[src/rtl/signal_phase_scheduler.sv]
// rtl/signal_phase_scheduler.sv - green-phase sequencer for a 4-approach intersection
module signal_phase_scheduler #(
  parameter int BASE_GREEN = 4,
  parameter int EXT_GREEN  = 2,
  parameter int YELLOW     = 2,
  parameter int ALL_RED    = 1,
  parameter int MAX_WAIT   = 24,
  parameter int CNT_W      = 8
) (
  input  logic             clock,
  input  logic             clear,
  input  logic [11:0]      lane_sense,
  input  logic [3:0]       emerg,
  output logic [11:0]      lamp,
  output logic [1:0]       state,
  output logic [1:0]       grant_id,
  output logic [CNT_W-1:0] green_remaining,
  output logic             preempt_active,
  output logic [3:0]       starve_flag
);

  typedef enum logic [1:0] {
    ST_ALLRED = 2'd0,
    ST_GREEN  = 2'd1,
    ST_YELLOW = 2'd2,
    ST_EMERG  = 2'd3
  } phase_e;

  phase_e                  state_q, state_d;
  logic [CNT_W-1:0]        timer_q, timer_d;
  logic [CNT_W-1:0]        served_q, served_d;
  logic [1:0]              grant_q, grant_d;
  logic [1:0]              last_q, last_d;
  logic [3:0][CNT_W-1:0]   wait_q, wait_d;
  logic [11:0]             lamp_q, lamp_d;
  logic                    preempt_q, preempt_d;
  logic [CNT_W-1:0]        green_rem_q, green_rem_d;
  logic [3:0]              starve_q, starve_d;

  logic [3:0]              dem;
  logic [3:0][1:0]         lvl;
  logic                    emerg_hit, starve_hit, rr_hit;
  logic [1:0]              emerg_k, starve_k, rr_k, sel_k;
  logic [CNT_W-1:0]        green_len;
  logic                    other_emerg;
  logic                    granted;
  logic                    green_now;

  // Per-approach demand and density level straight from the three lane sensors
  always_comb begin
    dem = '0;
    lvl = '0;
    for (int k = 0; k < 4; k++) begin
      dem[k] = |lane_sense[3*k +: 3];
      lvl[k] = {1'b0, lane_sense[3*k]} + {1'b0, lane_sense[3*k+1]} + {1'b0, lane_sense[3*k+2]};
    end
  end

  // Candidate selection: lowest emergency, lowest starved, then round-robin after last
  always_comb begin
    emerg_hit  = |emerg;
    starve_hit = |starve_q;
    emerg_k    = 2'd0;
    starve_k   = 2'd0;
    rr_hit     = 1'b0;
    rr_k       = 2'd0;
    for (int k = 3; k >= 0; k--) begin
      if (emerg[k])    emerg_k  = 2'(k);
      if (starve_q[k]) starve_k = 2'(k);
    end
    for (int i = 4; i >= 1; i--) begin
      if (dem[2'(last_q + 2'(i))]) begin
        rr_hit = 1'b1;
        rr_k   = 2'(last_q + 2'(i));
      end
    end
    sel_k       = emerg_hit ? emerg_k : (starve_hit ? starve_k : rr_k);
    green_len   = CNT_W'(BASE_GREEN) + CNT_W'(EXT_GREEN) * CNT_W'(lvl[sel_k]);
    other_emerg = |(emerg & ~(4'b0001 << grant_q));
  end

  // Phase sequencing: ALLRED selects, GREEN times out or gaps out, EMERG holds, YELLOW clears
  always_comb begin
    state_d  = state_q;
    timer_d  = timer_q;
    served_d = served_q;
    grant_d  = grant_q;
    last_d   = last_q;
    granted  = 1'b0;
    unique case (state_q)
      ST_ALLRED: begin
        if (timer_q <= CNT_W'(1)) begin
          if (emerg_hit) begin
            state_d = ST_EMERG;
            grant_d = emerg_k;
            granted = 1'b1;
          end else if (starve_hit || rr_hit) begin
            state_d  = ST_GREEN;
            grant_d  = sel_k;
            last_d   = sel_k;
            timer_d  = green_len;
            served_d = CNT_W'(1);
            granted  = 1'b1;
          end else begin
            timer_d = CNT_W'(1);
          end
        end else begin
          timer_d = timer_q - CNT_W'(1);
        end
      end
      ST_GREEN: begin
        if (emerg[grant_q]) begin
          state_d = ST_EMERG;
        end else if (other_emerg || (timer_q <= CNT_W'(1)) ||
                     (!dem[grant_q] && (served_q >= CNT_W'(BASE_GREEN)))) begin
          state_d = ST_YELLOW;
          timer_d = CNT_W'(YELLOW);
        end else begin
          timer_d  = timer_q - CNT_W'(1);
          served_d = served_q + CNT_W'(1);
        end
      end
      ST_EMERG: begin
        if (!emerg[grant_q]) begin
          state_d = ST_YELLOW;
          timer_d = CNT_W'(YELLOW);
        end
      end
      ST_YELLOW: begin
        if (timer_q <= CNT_W'(1)) begin
          state_d = ST_ALLRED;
          timer_d = CNT_W'(ALL_RED);
        end else begin
          timer_d = timer_q - CNT_W'(1);
        end
      end
      default: state_d = ST_ALLRED;
    endcase
  end

  // Wait counters: count waiting demand while not green, saturate, clear on grant
  always_comb begin
    green_now = (state_q == ST_GREEN) || (state_q == ST_EMERG);
    wait_d    = wait_q;
    starve_d  = '0;
    for (int j = 0; j < 4; j++) begin
      if (granted && (grant_d == 2'(j))) begin
        wait_d[j] = '0;
      end else if (dem[j] && !(green_now && (grant_q == 2'(j))) &&
                   (wait_q[j] < CNT_W'(MAX_WAIT))) begin
        wait_d[j] = wait_q[j] + CNT_W'(1);
      end
      starve_d[j] = (wait_d[j] == CNT_W'(MAX_WAIT));
    end
  end

  // Output decode from the next state so the registered outputs carry no extra latency
  always_comb begin
    lamp_d = 12'h249;
    for (int k = 0; k < 4; k++) begin
      if (((state_d == ST_GREEN) || (state_d == ST_EMERG)) && (grant_d == 2'(k)))
        lamp_d[3*k +: 3] = 3'b100;
      else if ((state_d == ST_YELLOW) && (grant_d == 2'(k)))
        lamp_d[3*k +: 3] = 3'b010;
    end
    preempt_d   = (state_d == ST_EMERG);
    green_rem_d = (state_d == ST_GREEN) ? timer_d : '0;
  end

  // State and output registers; clear forces all red immediately
  always_ff @(posedge clock or negedge clear) begin
    if (!clear) begin
      state_q     <= ST_ALLRED;
      timer_q     <= CNT_W'(ALL_RED);
      served_q    <= '0;
      grant_q     <= 2'd0;
      last_q      <= 2'd3;
      wait_q      <= '0;
      lamp_q      <= 12'h249;
      preempt_q   <= 1'b0;
      green_rem_q <= '0;
      starve_q    <= '0;
    end else begin
      state_q     <= state_d;
      timer_q     <= timer_d;
      served_q    <= served_d;
      grant_q     <= grant_d;
      last_q      <= last_d;
      wait_q      <= wait_d;
      lamp_q      <= lamp_d;
      preempt_q   <= preempt_d;
      green_rem_q <= green_rem_d;
      starve_q    <= starve_d;
    end
  end

  assign lamp            = lamp_q;
  assign state           = state_q;
  assign grant_id        = grant_q;
  assign green_remaining = green_rem_q;
  assign preempt_active  = preempt_q;
  assign starve_flag     = starve_q;

endmodule

[config.mk]
export PLATFORM = sky130hd
export DESIGN_NAME = signal_phase_scheduler
export DESIGN_NICKNAME = d
export VERILOG_FILES = /design/src/rtl/signal_phase_scheduler.sv
export SDC_FILE = /design/constraint.sdc
export NUM_CORES = 1
export LEC_CHECK = 0
export BUFFER_PORTS_ARGS = -buffer_cell sky130_fd_sc_hd__buf_2
export CAP_MARGIN = 0
export CORE_MARGIN = 4
export CORE_UTILIZATION = 45
export DETAILED_ROUTE_END_ITERATION = 12
export PLACE_DENSITY = 0.66
export SYNTH_ARGS = -nofsm -noshare
export SYNTH_HDL_FRONTEND = slang
export SYNTH_SLANG_ARGS = --single-unit
[constraint.sdc]
create_clock -name clock -period 2.6 [get_ports clock]
set_input_delay 0.26 -clock clock [delete_from_list [all_inputs] [get_ports clock]]
set_output_delay 0.26 -clock clock [all_outputs]
set_load 0.01 [all_outputs]
==> flow_summary.yaml <==
global_routing:
  track_usage_pct: 19.4
  grt_pass1_wl_microns: 18000
  grt_pass1_vias: 3720
  grt_max_degree: 80
  gr-total-overflow: 0
  antenna_found_initial: 0
clock_network:
  clk_pin_slew_ps: 90
  htreeDepth: 3
  clk_latency_ps: 360
  hold_buffers: 0
  cts_tree: "done"
  clock_sinks: 79
  cts_buffers: 9
  cts_root_buf: "clkbuf_8"
  cts.path.max_buffers: 2
timing:
  worst-slew-pin-transition_ps: 968
  fin_setup_tns_ps: 0
  clock-skew-final_ps: 11.4
  setup_violations: 0
  hold_viol_final: 0
  slew_headroom_pct: 35.5
  fin_crit_ps: 2520
  fin_crit_sh_pct: 97.0
  holdWs_ps: 47.4
  slew_violations: 0
  fmax_ghz: 0.397
synth:
  avgSynthCellArea_sq_um: 9.82
  yosysTopAreaCell: "dfrtp_1"
  synthesis.area_sq_mm: 0.00448
  synth_seq_cells: 79
  synth.area.top_cells: "dfrtp_1 (40%), dfstp_2 (4.1%), nor2_1 (3.3%)"
  seq_area_frac_synth_pct: 44.3
  synth-edff-count: 0
  synth_ff_type: "dfrtp_1"
  synthArstFlopShare_pct: 100
  synth_cell_types: 74
  yosys_warnings: 0
  netlist_instances: 456
  synth.top_cell.area_share_pct: 40.2
  synth_nets: 486
floorplan:
  initial_core_util_pct: 46.0
  die_w_microns: 108
  die_y_microns: 108
  top_level_ports: 47
  dieArea_sq_mm: 0.0116
  rows: 36
  core_sq_mm: 0.00973
final_layout:
  area_growth_pct: 22.0
  postLayoutCellArea_sq_mm: 0.00546
  regArea_sq_mm: 0.00199
  diodes: 0
  nets: 570
  multiInputGateArea_sq_mm: 0.00247
  fillers: 886
  drive_above_1_share_pct: 27.0
placement:
  hpwl_microns: 8180
  dpl_cell_area_sq_mm: 0.00513
  port_buffers: 46
  gp_congestion: 0.922
setup_path:
  endpoint_kind: "flop"
  cp.arrival_ps: 2770
  reg2reg_slack_ps: 80
  cp_slowest_cell: "dfstp_2"
  critPathKind: "flop to flop"
  crit_path_start_kind: "flop"
  reg2reg_depth: 9
  crit_path_cell_trace: "inv_2 > ha_4 > or2_4 > and3_4 > a2111o_1 > o22ai_4 > clkinv_4 > o31ai_2 > o21ai_1"
  crit_fanout: 8
  crit_required_ps: 2850
  max_stage_delay_ps: 570
route:
  dr_total_vias: 3941
  drt_iter0_markers: 189
  ant_nets: 0
  drt_wl_total_microns: 11100
  viasPerCell: 5.81
  drtPass1Iterations: 4
  wl_per_cell_microns: 16.4
  drcViolationCount: 0
power:
  p_per_area_mw_per_mm2: 988
  p_total_w: 0.00540
  ir_worst_vdd_mv: 0.622
  p_leak_nw: 2.43
run:
  cap_violations: 0
worst_hold_path:
  min_path_type: "input pin to asynchronous set/reset pin"
run_status:
  status: "finished clean"
cell families after synthesis:
family | share of synthesized area [%]
DFF | 44.3
buffers and inverters | 2.82
and+or+nand+nor | 20.6
AOI/OAI and AO/OA | 21.2
adders and majority gates | 4.02
muxes | 4.30
xor gates and xnor gates | 2.74
placed cells by master, fill, tap and decap left out, types with 5 or more instances in the layout:
cell type,instances
mux2i_1,11
o31ai_1,7
a31oi_1,11
nand2_1,33
o21ai_0,12
dfrtp_1,72
nand4_1,8
or3_1,10
buf_4,41
xor2_1,8
nor2b_1,9
buf_2,45
ha_1,7
a21boi_0,7
nor3_1,26
clkbuf_8,9
nor2_1,38
nor3b_1,5
nand2b_1,8
a211oi_1,5
dfstp_2,7
nand3_1,10
a21oi_1,25
inv_1,15
or4_1,5
xnor2_1,6
cell usage after synthesis, drive strengths merged, types with 4 or more instances:
cell type   n
o221ai      4
ha          8
mux2i      11
buf         4
nand3      10
a311oi      5
nor2       39
nand2b      8
nor2b       9
a21boi      7
a21oi      28
dfrtp      72
xnor2       6
fa          4
or4         5
dfstp       7
clkbuf      9
o21ai      17
and3        5
nand4       8
inv        18
o31ai      13
or3        10
nor3       26
a211oi      5
xor2        8
nand2      34
nor3b       5
a31oi      12
and2        4
worst paths after layout:
| check | start | endpoint |
|---|---|---|
| max | timer_q[0] | served_q[3] |
| min | clear | lamp[1] |
| max reg2reg | timer_q[0] | served_q[3] |
| min reg2reg | wait_q[30] | wait_q[30] |
| max in group asynchronous | clear | wait_q[25] |
| min in group clock | wait_q[30] | wait_q[30] |
routing by layer:
| layer | GRT usage [%] | wire, microns |
|---|---|---|
| met1 | 26.0 | 4910 |
| met4 | 5.77 | 165 |
| met3 | 3.84 | 592 |
| met2 | 31.8 | 5420 |
| met5 | 0 | 0 |
state kept, by name, summed over array words and instances, names as in the netlist:
| name | cells |
|---|---|
| wait_q | 32 |
| lamp | 12 |
| green_remaining | 8 |
| served_q | 8 |
| timer_q | 8 |
| starve_flag | 4 |
| grant_id | 2 |
| last_q | 2 |
| state | 2 |
| preempt_active | 1 |
layout make-up:
class                   count  area share [%]
clock buffers               9            2.27
clock inverters             7            1.92
inverters                  19            1.40
multi-input cells         345            45.2
flip-flops and latches     79            36.4
well taps                 133            3.05
repair buffers             86            9.76
power by group:
group	total [W]	switching [W]	internal, W
Clock	0.00104	0.000482	0.000554
Sequential	0.00198	0.000400	0.00158
Combinational	0.00238	0.00132	0.00106
through the flow:
stage                     utilization, %  setup WS (ps)  std cells
after floorplan                        -           47.9        456
after global placement              52.7           26.2        661
after detailed placement            52.7          -28.9        661
after CTS                           55.2           26.9        677
after global routing                56.1          -15.1        678
final                               56.1           78.7        678
what timing repair did:
| item | CTS | global route |
|---|---|---|
| setup buffers | 0 | 1 |
| endpoints found under the setup margin | 3 | 20 |
| gates resized for setup | 3 | 18 |
| hold endpoints to repair | 0 | 0 |
| pin swaps | 2 | 10 |
critical path, delay by kind of cell, from the launching register on:
kind                     cells  cell delay, ps
AO/OA/AOI/OAI                4            1060
flip-flops                   1             570
AND/OR/NAND/NOR              2             380
buffers and inverters        2             240
adder cells (fa/ha/maj)      1             160
Note: power is estimated with default switching activity, not from simulation.
